[src/rtl/ds1302_responder.sv]
// Device-side DS1302 3-wire responder: 8-byte clock bank and 31-byte RAM, single and burst access.
// Serial inputs are synchronized on csi_clk; all access is driven by host SCLK edges, with no timekeeping.
module ds1302_responder #(
  parameter int SYNC_STAGES = 2
) (
  input  logic       csi_clk,
  input  logic       csi_reset,
  input  logic       ser_ce,
  input  logic       ser_sclk,
  input  logic       ser_io_in,
  output logic       ser_io_out,
  output logic       ser_io_oe,
  output logic       wr_strobe,
  output logic [5:0] wr_addr,
  output logic [7:0] wr_data,
  output logic       clock_halt
);

  typedef enum logic [2:0] {S_IDLE, S_CMD, S_WDATA, S_RDATA, S_IGNORE} state_t;

  state_t state_q, state_d;

  logic [SYNC_STAGES-1:0] ce_sync_q, sclk_sync_q, io_sync_q;
  logic       sclk_prev_q;
  logic       ce_s, sclk_s, io_s, sclk_rise, sclk_fall;

  logic [2:0] bit_cnt_q, bit_cnt_d;
  logic [6:0] shift_q, shift_d;
  logic       ram_sel_q, ram_sel_d;
  logic [4:0] addr_q, addr_d;
  logic       burst_q, burst_d;
  logic       oe_q, oe_d, io_out_q, io_out_d;
  logic [7:0] out_q, out_d;
  logic       strobe_q, strobe_d;
  logic [5:0] wr_addr_q, wr_addr_d;
  logic [7:0] wr_data_q, wr_data_d;
  logic [7:0] creg_q [8];
  logic [7:0] ram_q [31];

  logic       we;
  logic       wr_ok;
  logic [7:0] byte_in, rd_cur, rd_nxt;
  logic [4:0] addr_next;

  assign ce_s      = ce_sync_q[SYNC_STAGES-1];
  assign sclk_s    = sclk_sync_q[SYNC_STAGES-1];
  assign io_s      = io_sync_q[SYNC_STAGES-1];
  assign sclk_rise = sclk_s & ~sclk_prev_q;
  assign sclk_fall = ~sclk_s & sclk_prev_q;
  assign byte_in   = {io_s, shift_q};

  function automatic logic [7:0] rd_byte(input logic sel, input logic [4:0] a);
    rd_byte = 8'h00;
    if (sel) begin
      if (a != 5'd31) rd_byte = ram_q[a];
    end else if (a[4:3] == 2'b00) begin
      rd_byte = creg_q[a[2:0]];
    end
  endfunction

  // Clock burst wraps at 8 registers, RAM burst at 31 bytes.
  assign addr_next = ram_sel_q ? ((addr_q == 5'd30) ? 5'd0 : addr_q + 5'd1)
                               : {2'b00, addr_q[2:0] + 3'd1};
  assign rd_cur = rd_byte(ram_sel_q, addr_q);
  assign rd_nxt = rd_byte(ram_sel_q, addr_next);
  assign wr_ok  = (ram_sel_q ? (addr_q != 5'd31) : (addr_q[4:3] == 2'b00)) &&
                  (!creg_q[7][7] || (!ram_sel_q && addr_q == 5'd7));

  always_comb begin
    state_d   = state_q;
    bit_cnt_d = bit_cnt_q;
    shift_d   = shift_q;
    ram_sel_d = ram_sel_q;
    addr_d    = addr_q;
    burst_d   = burst_q;
    oe_d      = oe_q;
    io_out_d  = io_out_q;
    out_d     = out_q;
    strobe_d  = 1'b0;
    wr_addr_d = wr_addr_q;
    wr_data_d = wr_data_q;
    we        = 1'b0;
    if (state_q != S_IDLE && !ce_s) begin
      state_d   = S_IDLE;
      bit_cnt_d = 3'd0;
      oe_d      = 1'b0;
      io_out_d  = 1'b0;
    end else begin
      case (state_q)
        S_IDLE: begin
          bit_cnt_d = 3'd0;
          oe_d      = 1'b0;
          io_out_d  = 1'b0;
          if (ce_s) state_d = S_CMD;
        end
        S_CMD: if (sclk_rise) begin
          shift_d   = byte_in[7:1];
          bit_cnt_d = bit_cnt_q + 3'd1;
          if (bit_cnt_q == 3'd7) begin
            if (!byte_in[7]) begin
              state_d = S_IGNORE;
            end else begin
              ram_sel_d = byte_in[6];
              burst_d   = &byte_in[5:1];
              addr_d    = (&byte_in[5:1]) ? 5'd0 : byte_in[5:1];
              state_d   = byte_in[0] ? S_RDATA : S_WDATA;
            end
          end
        end
        S_WDATA: if (sclk_rise) begin
          shift_d   = byte_in[7:1];
          bit_cnt_d = bit_cnt_q + 3'd1;
          if (bit_cnt_q == 3'd7) begin
            if (wr_ok) begin
              we        = 1'b1;
              strobe_d  = 1'b1;
              wr_addr_d = {ram_sel_q, addr_q};
              wr_data_d = byte_in;
            end
            if (burst_q) addr_d = addr_next;
            else         state_d = S_IGNORE;
          end
        end
        S_RDATA: if (sclk_fall) begin
          // bit_cnt == 0 with oe already high means a full byte has been shifted out.
          if (!oe_q) begin
            oe_d      = 1'b1;
            io_out_d  = rd_cur[0];
            out_d     = {1'b0, rd_cur[7:1]};
            bit_cnt_d = 3'd1;
          end else if (bit_cnt_q != 3'd0) begin
            io_out_d  = out_q[0];
            out_d     = {1'b0, out_q[7:1]};
            bit_cnt_d = bit_cnt_q + 3'd1;
          end else if (burst_q) begin
            addr_d    = addr_next;
            io_out_d  = rd_nxt[0];
            out_d     = {1'b0, rd_nxt[7:1]};
            bit_cnt_d = 3'd1;
          end else begin
            oe_d     = 1'b0;
            io_out_d = 1'b0;
            state_d  = S_IGNORE;
          end
        end
        S_IGNORE: begin
          oe_d     = 1'b0;
          io_out_d = 1'b0;
        end
        default: state_d = S_IDLE;
      endcase
    end
  end

  always_ff @(posedge csi_clk) begin
    if (csi_reset) begin
      ce_sync_q   <= '0;
      sclk_sync_q <= '0;
      io_sync_q   <= '0;
      sclk_prev_q <= 1'b0;
      state_q     <= S_IDLE;
      bit_cnt_q   <= 3'd0;
      shift_q     <= 7'd0;
      ram_sel_q   <= 1'b0;
      addr_q      <= 5'd0;
      burst_q     <= 1'b0;
      oe_q        <= 1'b0;
      io_out_q    <= 1'b0;
      out_q       <= 8'd0;
      strobe_q    <= 1'b0;
      wr_addr_q   <= 6'd0;
      wr_data_q   <= 8'd0;
    end else begin
      ce_sync_q   <= {ce_sync_q[SYNC_STAGES-2:0], ser_ce};
      sclk_sync_q <= {sclk_sync_q[SYNC_STAGES-2:0], ser_sclk};
      io_sync_q   <= {io_sync_q[SYNC_STAGES-2:0], ser_io_in};
      sclk_prev_q <= sclk_s;
      state_q     <= state_d;
      bit_cnt_q   <= bit_cnt_d;
      shift_q     <= shift_d;
      ram_sel_q   <= ram_sel_d;
      addr_q      <= addr_d;
      burst_q     <= burst_d;
      oe_q        <= oe_d;
      io_out_q    <= io_out_d;
      out_q       <= out_d;
      strobe_q    <= strobe_d;
      wr_addr_q   <= wr_addr_d;
      wr_data_q   <= wr_data_d;
    end
  end

  always_ff @(posedge csi_clk) begin
    if (csi_reset) begin
      creg_q[0] <= 8'h80;
      for (int i = 1; i < 8; i++) creg_q[i] <= 8'h00;
      for (int i = 0; i < 31; i++) ram_q[i] <= 8'h00;
    end else if (we) begin
      if (ram_sel_q) ram_q[addr_q]        <= byte_in;
      else           creg_q[addr_q[2:0]] <= byte_in;
    end
  end

  assign ser_io_out = io_out_q;
  assign ser_io_oe  = oe_q;
  assign wr_strobe  = strobe_q;
  assign wr_addr    = wr_addr_q;
  assign wr_data    = wr_data_q;
  assign clock_halt = creg_q[0][7];

endmodule

[config.mk]
export PLATFORM = sky130hd
export DESIGN_NAME = ds1302_responder
export DESIGN_NICKNAME = d
export VERILOG_FILES = /design/src/rtl/ds1302_responder.sv
export SDC_FILE = /design/constraint.sdc
export NUM_CORES = 1
export LEC_CHECK = 0
export CORE_MARGIN = 1
export CORE_UTILIZATION = 58
export DETAILED_ROUTE_END_ITERATION = 8
export PLACE_DENSITY = 0.76
export SYNTH_ARGS = -nofsm -noshare
export SYNTH_HDL_FRONTEND = slang
export SYNTH_SLANG_ARGS = --single-unit
[constraint.sdc]
create_clock -name csi_clk -period 3 [get_ports csi_clk]
set_input_delay 0.6 -clock csi_clk [delete_from_list [all_inputs] [get_ports csi_clk]]
set_output_delay 0.6 -clock csi_clk [all_outputs]
set_load 0.005 [all_outputs]
Yosys cells after proc, flatten, opt, wreduce, memory -nomap -nowiden
Memories as Yosys holds them, arrays and structs flattened. A register that Yosys moved wholly into a read port is not among the register bits.
Cells that the tools add are included.
{"block": "totals", "reg_bits": 52, "latch_bits": 0, "ram_bits": 312, "romBits": 0, "out_inout_bits": 18, "elab_cells": 153, "n_memories": 2}
{"name": "ram_q", "words": 31, "width": 8, "read_ports": 2, "rd_clocked_by_memory_dff": 1, "wr": 31, "line_no": "38", "rtl": "logic [7:0] ram_q [31];"}
{"name": "creg_q", "words": 8, "width": 8, "read_ports": 4, "rd_clocked_by_memory_dff": 1, "wr": 8, "line_no": "37", "rtl": "logic [7:0] creg_q [8];"}
{"block": "op_classes", "n_addsub": 3, "multipliers": 0, "div_mod_pow": 0, "order_cmp": 0, "n_eq_ne": 21, "n_shift": 0, "n_mux": 76, "bitwise": 6, "n_reduce_logical": 29}
{"op": "$mux W8", "count": 11}
{"op": "$mux W5", "count": 15}
{"op": "$mux W3", "count": 18}
{"op": "$mux W1", "count": 27}
{"op": "$ne A2 B2 Y1 const B", "count": 9}
{"op": "$reduce_or A8 Y1", "count": 2}
{"op": "$pmux W3 S5", "count": 1}
{"op": "$pmux W5 S3", "count": 1}
{"op": "$reduce_and A5 Y1", "count": 3}
{"op": "$reduce_bool A3 Y1", "count": 4}
{"op": "$ne A5 B5 Y1 const B", "count": 2}
{"op": "$reduce_and A10 Y1", "count": 1}
{"op": "$pmux W3 S3", "count": 1}
{"op": "$reduce_and A9 Y1", "count": 1}
{"op": "$reduce_and A4 Y1", "count": 2}
{"op": "$add A3 B1 Y3 const B", "count": 2}
{"op": "$eq A3 B2 Y1 const B", "count": 2}
{"op": "$eq A3 B3 Y1 const B", "count": 2}
{"op": "$reduce_or A2 Y1", "count": 3}
{"op": "$add A5 B1 Y5 const B", "count": 1}
{"op": "$eq A5 B3 Y1 const B", "count": 1}
{"op": "$eq A5 B5 Y1 const B", "count": 1}
{"op": "$logic_not A2 Y1", "count": 2}
{"op": "$ne A4 B4 Y1 const B", "count": 1}
{"op": "other kinds (13)", "count": 22}

Logic depth before layout (Yosys ltp)
Gate-level depths: netlist of run 1.
{"block": "logic_depth", "word_depth": 14, "ltp_mapped": 16, "depth_no_buf": 10}

Worst setup path after synthesis of run 1
OpenSTA, ideal clock, no wires.
{"block": "synth_timing", "path_type": "register to register", "from": "reg addr_q[0]", "to": "mem ram_q[30][0], enable pin", "t_arrival_ns": 2.822, "required_time_ns": 2.625, "setup_slack_ns": -0.197, "stages_incl_launch_ff": 13, "period_less_slack_ns": 3.197, "path_cell_list": "dfxtp_1 -> clkbuf_1 -> inv_1 -> buf_2 -> buf_2 -> buf_2 -> ha_1 -> and3_1 -> buf_2 -> nand2_1 -> clkbuf_1 -> clkbuf_1 -> o21bai_1"}
{"item": "start, declared", "line_no": "30", "rtl": "logic [4:0] addr_q, addr_d;"}
{"item": "start signal, assigned", "line_no": "182", "rtl": "addr_q <= addr_d;"}
{"item": "end, declared", "line_no": "38"}

Worst setup path in the final report of run 1
{"block": "layout_timing", "from": "reg addr_q[0]", "to": "reg io_out_q, in the netlist ser_io_out"}
{"block": "layout_via", "elab_chain_len": 11, "elab_cells_between_ends": 20, "classes_between": "add/sub: 2; eq/ne: 3; mux: 12; reduce/logical: 1; memory: 2"}
{"item": "$add A5 B1 Y5 / $eq A5 B5 Y1 (equally long branches)", "line_no": "62", "rtl": "assign addr_next = ram_sel_q ? ((addr_q == 5'd30) ? 5'd0 : addr_q + 5'd1)"}
{"item": "$mux W5 (2 in series)", "line_no": "62"}
{"item": "$mem_v2 Z31 W8, or another cell as far along"}
{"item": "$mux W8 (on tied branches)", "line_no": "55, 56"}
{"item": "$mux W8", "line_no": "54", "rtl": "if (sel) begin"}
{"item": "$mux W1", "line_no": "135", "rtl": "end else if (burst_q) begin"}
{"item": "$mux W1", "line_no": "131", "rtl": "end else if (bit_cnt_q != 3'd0) begin"}
{"item": "$mux W1 *", "line_no": "126", "rtl": "if (!oe_q) begin"}
{"item": "$mux W1 *", "line_no": "124", "rtl": "S_RDATA: if (sclk_fall) begin"}
{"item": "$pmux W1 S2 *", "line_no": "89", "rtl": "case (state_q)"}
{"item": "end signal, assigned", "line_no": "185", "rtl": "io_out_q <= io_out_d;"}
{"item": "end, declared", "line_no": "32", "rtl": "logic oe_q, oe_d, io_out_q, io_out_d;"}
Mark *: on every way between the ends. The rest lies on a longest branch, timed or not. The select of a mux whose other input is x is not followed.
A chain may end at the register's enable or synchronous reset.

==> results.ini, run 1 <==
[synthesis]
yosysUniqueCellTypes=73
synthesis.instances=1669
synth-seq-cells=376
synth_edf_count=320
ys_top_cells_by_area=edfxtp_1 47%, mux4_2 11%, and2_1 7.1%, mux2i_1 5.6%, dfxtp_1 5.5%
yosysSeqAreaShare_pct=52.8
synthFlopType=edfxtp_1
synth_top_area_cell=edfxtp_1
synth.net_count=1682
synth_top_area_share_pct=47.3
ys_warn_count=0
async_reset_ff_share_pct=0
netlist_area_um2=20300
syn_avg_cell_area_um2=12.2

[global_routing]
use_met2_pct=56.9
grt-busiest-layer=met2
grt_max_degree=55
grt-ovfl-total=0
grt_pass1_vias=14500
met1_usage_pct=51.2
grtUsageTotal_pct=36.8
grt_util_met3_pct=7.53
grt_pass1_wl_um=94900
antenna_found_initial=1

[die]
die_y_um=189
core_um2=34500
die_x_um=189
ios=23
fp-row-count=68
dieArea_um2=35800
initial_core_util_pct=58.8

[power_and_ir_drop]
power_switching_w=0.00236
internal-power_w=0.00855
p_leak_nw=8.11
ir_drop_v=0.000441
clkPwrFrac_pct=42.1
power_frac_seq_pct=54.2
powerDensity_nw_per_um2=473
comb_power_share_pct=3.7
p_sw_share_pct=21.6

[placed_design]
portBuffers=22
gp_congestion=1.02
placed_area_um2=21800
dpl.hpwl_um=46100

[sta]
worst_pin_slew_ns=0.853
hold_violations=0
period_minus_slack_ns=2.92
fin_crit_sh_pct=97.2
setup_viol=0
fin_tns_setup_ns=0
fmax_mhz=343
drv_slew=0
relSlewSlack_pct=43.1
fin_skew_ns=0.0166

[clock_tree]
clk_latency_ns=0.56
cts-root-buf=clkbuf_16
clk_pin_slew_ns=0.06
numCtsBuffers=40
htree_levels=2
clockBufferDepth=3
cts.sink_count=376
cts_tree=yes

[detailed_routing]
vias=15400
antenna_left=0
drt_iter0_drc=2390
wl_um=64900
drt-wirelength-per-cell_um=29.3
drt-pass1-iter-count=6
via_per_inst=6.92
route.detailed.drc=0

[worst_setup_path]
crit_required_ns=3.44
end_kind=register
r2r_start=addr_q[0]$_SDFFE_PP0P_
start_kind=register
arrival_ns=3.36
crit_start=addr_q[0]$_SDFFE_PP0P_
worstSetupPathType=reg2reg
critical_path_peak_fanout=20

[finish]
final_util_pct=66.8
nets=1749
areaGrowthSynthToFinish_pct=13.5
fin_area_um2=23100
final_common_cell=edfxtp_1
final_cell_mix=320 x edfxtp_1, 230 x and2_1, 143 x buf_4
drive_gt1_share_pct=22.2

[run_status]
outcome=complete, no violations

[worst_hold_path]
worstHoldPathType=reg2reg
min_from=io_sync_q[0]$_SDFF_PP0_

[flow_run]
cap_viol_max_count=0

==> final cells by class <==
class                      count  area [um2]
clock inverter                16         108
tap                          455         569
timing repair buffer         178        1550
clock buffer                  53        1070
inverter                      13        48.8
fill                        2583       11500
antenna                        1        2.50
sequential                   376       10700
multi-input combinational   1127        8980
==> critical path, cell delays in order, from the launching register on <==
cell and delay, ns:
dfxtp_4 0.36, clkinv_1 0.10, ha_1 0.24, and3_1 0.24
buf_4 0.18, a21oi_4 0.20, buf_12 0.20, mux4_2 0.51
mux2i_1 0.29, o31ai_1 0.14, a41oi_1 0.24, nor3b_1 0.08
==> cell usage after synthesis, types with 4 or more instances <==
cell type  number
o22ai_1        20
a221o_1        10
nand2_1        67
ha_1            8
dfxtp_1        56
or2_2          43
o211ai_1        9
nand3b_1        8
a21oi_1        34
mux2i_1       114
nor2_1        115
o221ai_1       20
mux4_2         98
inv_1          13
o211a_1         6
a211oi_1       14
a311oi_1        6
o21ai_0        34
a2bb2oi_1       7
o32ai_1         4
nand3_1        31
nor3_1         81
edfxtp_1      320
or3_1           6
a221oi_1       13
mux2_2          9
nor4_1          7
a31oi_1         9
a22oi_1        12
nand4_1         9
and2_1        230
buf_2          46
nor2b_1        13
nor2_4          5
clkbuf_1       94
nand2b_1       14
buf_1          10
a211o_1        10
and3_1         12
==> per-stage QoR <==
stage	total power, W	setup WS [ns]	cells	hold WS [ns]
4_1_cts	0.0109	0.0359	2214	0.453
3_3_place_gp	0.00639	0.114	2145	0.435
3_5_place_dp	0.00641	0.0531	2145	0.431
2_1_floorplan	0.00623	0.00691	1669	0.414
6_report	0.0109	0.0826	2219	0.448
5_1_grt	0.0111	-0.00189	2218	0.466
==> per-layer routing <==
layer | wire [um] | share of wire, % | vias up
met3 | 7640 | 12 | 200
met2 | 29500 | 45 | 1103
met5 | 0 | 0 | -
li1 | - | - | 6447
met4 | 2920 | 4.5 | 0
met1 | 24900 | 38 | 7607
==> kinds of logic (layout without fill, tap and decap cells) <==
family | after synthesis | count (layout) | share of synthesized area (%)
and+or+nand+nor | 658 | 658 | 17.7
buffers and inverters | 166 | 260 | 3.42
adders and majority gates | 9 | 9 | 0.542
AOI/OAI and AO/OA | 235 | 235 | 8.42
xor gates and xnor gates | 4 | 4 | 0.172
DFF | 376 | 376 | 52.8
muxes | 221 | 221 | 17.0
other | 0 | 1 | 0
==> flip-flops by register name (all words and copies together) (netlist names), named ones only <==
signal,count
ram_q,256
wr_strobe,1
burst_q,1
ce_sync_q,2
shift_q,7
ser_io_out,1
bit_cnt_q,3
sclk_prev_q,1
sclk_sync_q,2
ram_sel_q,1
wr_addr,6
state_q,3
wr_data,8
addr_q,5
io_sync_q,2
out_q,7
creg_q,64
ser_io_oe,1
==> power groups by stage <==
stage / clock network (W) / logic [W] / registers (W)
floorplan: 0 / 0.000269 / 0.00596
global placement: 0 / 0.000374 / 0.00602
detailed placement: 0 / 0.000382 / 0.00602
CTS: 0.00463 / 0.000385 / 0.00591
global route: 0.00480 / 0.000419 / 0.00593
finish: 0.00459 / 0.000400 / 0.00592
==> what timing repair did <==
action | CTS | global route
hold buffers | 0 | 0
gates resized for setup | 0 | 18
setup endpoints to repair | 0 | 293
setup buffers | 0 | 4
==> final timing paths <==
check	end	slack (ns)	cells after the start
worst min-delay path	io_sync_q[1]$_SDFF_PP0_	0.45	1
worst max-delay path	ser_io_out$_SDFFE_PP0P_	0.08	11
worst max register to register	ser_io_out$_SDFFE_PP0P_	0.08	11
worst min register to register	io_sync_q[1]$_SDFF_PP0_	0.45	1
Note: power is estimated with default switching activity, not from simulation.
==> run 2, diff against run 1 <==
--- a/config.mk
+++ b/config.mk
@@ -5,10 +5,12 @@
 export SDC_FILE = /design/constraint.sdc
 export NUM_CORES = 1
 export LEC_CHECK = 0
+export ABC_AREA = 1
 export CORE_MARGIN = 1
-export CORE_UTILIZATION = 58
+export CORE_UTILIZATION = 57
 export DETAILED_ROUTE_END_ITERATION = 8
-export PLACE_DENSITY = 0.76
+export PLACE_DENSITY = 0.75
+export SKIP_CTS_REPAIR_TIMING = 1
 export SYNTH_ARGS = -nofsm -noshare
 export SYNTH_HDL_FRONTEND = slang
 export SYNTH_SLANG_ARGS = --single-unit
==> run 2 against run 1 <==
Net effect: synthesized cell count increased by 43%; flip-flop and latch count is the same; sequential share of layout area is 1.3 points higher; worst hold slack got worse by 0.042 ns; critical path depth rose by 5; critical path type unchanged.
==> results.ini, run 2 <==
[synthesis]
synth-seq-cells=376  ; unchanged
synth.top_cells.by_count=529 x nor2_1, 400 x nand2_1, 320 x edfxtp_1
syn_avg_cell_area_um2=8.34  ; -32%
synthesis.instances=2394  ; +43%
yosysSeqAreaShare_pct=53.8  ; +0.97 points
async_reset_ff_share_pct=0  ; unchanged
ys_top_cells_by_area=edfxtp_1 48%, nor2_1 9.9%, nand2_1 7.5%, nand3_1 7.0%, o21ai_0 6.2%
synth_top_area_cell=edfxtp_1
synthFlopType=edfxtp_1
synth_edf_count=320  ; unchanged
ys_warn_count=0  ; unchanged
yosysUniqueCellTypes=42  ; -42%
netlist_area_um2=20000  ; -1.8%
synth_top_area_share_pct=48.1  ; +0.87 points
synth.net_count=2407  ; +43%
synth.most_common_cell=nor2_1

[sta]
period_minus_slack_ns=2.90  ; -0.0193 ns
fin_crit_sh_pct=96.6  ; -0.64 points
rsz0062_at_grt=yes
relSlewSlack_pct=41.4  ; -1.7 points
hold_violations=0  ; unchanged
fmax_mhz=345  ; +0.67%
hold_ws_ns=0.406  ; -0.0417 ns
worst_pin_slew_ns=0.876  ; +0.0233 ns
fin_skew_ns=0.0224  ; +0.00584 ns
drv_slew=0  ; unchanged
setup_viol=0  ; unchanged

[power_and_ir_drop]
ir_drop_v=0.000483  ; +9.6%
p_leak_nw=8.11  ; about the same
powerDensity_nw_per_um2=601  ; +27%

[die]
fp-row-count=68  ; unchanged
ios=23  ; unchanged
die_x_um=189  ; about the same
initial_core_util_pct=57.9  ; -0.92 points
dieArea_um2=35800  ; about the same
core_um2=34500  ; -0.25%
die_y_um=189  ; about the same

[worst_setup_path]
end_kind=register
start_kind=register
critical_path_peak_fanout=22  ; +10%
critPathTopFamily=simple AND/OR/NAND/NOR gates
arrival_ns=3.13  ; -0.23 ns
crit_required_ns=3.24  ; -0.20 ns
crit_buf_inv=3  ; unchanged
crit_chain=ha_1 > nand2_1 > nor2_1 > ha_1 > nor2_4 > inv_2 > o21ai_1 > o211ai_1 > nor2_1 > nand2_1 > buf_4 > inv_2 > nand2_1 > nor2_1 > nand2_1 > nand2_1
worstSetupPathType=reg2reg
crit_top_cell=nand2_1
max_stage_delay_ns=0.33  ; -0.18 ns
crit_path_top_delay_cell=nor2_1

[detailed_routing]
drt-pass1-iter-count=6  ; unchanged
wl_um=68800  ; +5.9%
drt-wirelength-per-cell_um=23.9  ; -18%
via_per_inst=6.48  ; -6.4%
vias=18600  ; +21%
antenna_left=0  ; unchanged
drt_iter0_drc=2778  ; +16%
route.detailed.drc=0  ; unchanged

[finish]
final_common_cell=nor2_1
nFillCells=2840  ; +9.9%
diodes=0  ; -1
nets=2405  ; +38%
areaGrowthSynthToFinish_pct=12.4
drive_gt1_share_pct=9.87  ; -12 points
final_util_pct=65.1  ; -1.7 points
final_cell_mix=528 x nor2_1, 398 x nand2_1, 320 x edfxtp_1
regMostFlops=ram_q
largest_reg_flops=256  ; unchanged

[clock_tree]
cts-root-buf=clkbuf_16
numCtsBuffers=40  ; unchanged
clk_latency_ns=0.58  ; +0.02 ns
clk_pin_slew_ns=0.06  ; about the same
clockBufferDepth=3  ; unchanged
htree_levels=2  ; unchanged
cts.sink_count=376  ; unchanged
cts_tree=yes

[global_routing]
grt_pass1_vias=16900  ; +17%
grt_max_degree=97  ; +76%
antenna_found_initial=1  ; unchanged
grtUsageTotal_pct=38.7  ; +1.9 points
grt-ovfl-total=0  ; unchanged
grt_pass1_wl_um=103000  ; +8.7%

[run_status]
outcome=complete, no violations

[flow_run]
cap_viol_max_count=0  ; unchanged

[worst_hold_path]
worstHoldPathType=reg2reg

[placed_design]
portBuffers=22  ; unchanged
dpl.hpwl_um=44700  ; -3.0%
gp_congestion=0.967  ; -5.2%

==> run 2: cell count changes in the layout (fill, tap and decap cells not counted), moves of 69 or more <==
cell	previous run	this run
nor3_1	81	12
mux4_2	98	0
nand2_1	67	398
mux2i_1	114	0
nor2_1	112	528
o21ai_0	34	248
nand3_1	31	281
and2_1	230	0
==> run 2: final timing paths <==
kind | startpoint | end | slack, ns | depth (start not counted)
hold / removal | ce_sync_q[0]$_SDFF_PP0_ | ce_sync_q[1]$_SDFF_PP0_ | 0.41 | 2
hold reg to reg | ce_sync_q[0]$_SDFF_PP0_ | ce_sync_q[1]$_SDFF_PP0_ | 0.41 | 2
setup reg to reg | addr_q[0]$_SDFFE_PP0P_ | creg_q[5][0]$_SDFFCE_PN0P_ | 0.10 | 16
setup / recovery | addr_q[0]$_SDFFE_PP0P_ | creg_q[5][0]$_SDFFCE_PN0P_ | 0.10 | 16
==> run 2: cell type report <==
class                      instances  area, um2  share of cell area, %
tap                              455        569                   2.54
multi-input combinational       1748       8120                   36.2
clock inverter                    27        399                   1.78
timing repair buffer             135       1220                   5.44
inverter                          91        344                   1.53
sequential                       376      10700                   47.9
clock buffer                      45       1040                   4.64
==> run 2: per-stage QoR <==
step	cell area (um2)	TNS [ns]	power [W]	setup slack (ns)	std cells
detailed placement	21000	0	0.00799	0.103	2803
floorplan	20000	0	0.00730	0.268	2394
finish	22400	0	0.0135	0.102	2877
global route	22400	-2.80	0.0138	-0.0804	2877
global placement	21000	0	0.00797	0.157	2803
CTS	22400	0	0.0134	0.00854	2875
==> run 2: report_power, final <==
part           leakage (nW)  internal [W]  switching, W
Clock                 0.692       0.00337       0.00214
Sequential             3.74       0.00584      0.000155
Combinational          3.68      0.000539       0.00144
==> run 2: cell families (layout without fill, tap and decap cells) <==
| logic type | Yosys count | count (layout) | synth area share [%] |
|---|---|---|---|
| buffers and inverters | 270 | 298 | 5.60 |
| xor gates and xnor gates | 1 | 1 | 0.0439 |
| and+or+nand+nor | 1274 | 1274 | 26.9 |
| AOI/OAI and AO/OA | 465 | 465 | 13.2 |
| DFF | 376 | 376 | 53.8 |
| adders and majority gates | 8 | 8 | 0.502 |
==> run 2: worst reg2reg max path: stages (launching register included) <==
cell      delay [ns]
dfxtp_1         0.32
ha_1            0.22
nand2_1         0.09
nor2_1          0.05
ha_1            0.20
nor2_4          0.12
inv_2           0.05
o21ai_1         0.11
o211ai_1        0.10
nor2_1          0.09
nand2_1         0.08
buf_4           0.22
inv_2           0.11
nand2_1         0.09
nor2_1          0.33
nand2_1         0.12
nand2_1         0.28
==> run 2: metal layers <==
layer | track usage (%) | part of all wire, % | vias up
li1 | - | - | 8247
met1 | 54.0 | 38 | 8788
met2 | 56.7 | 43 | 1336
met3 | 8.58 | 13 | 257
met4 | 20.0 | 5.4 | 2
met5 | 0 | 0.013 | -
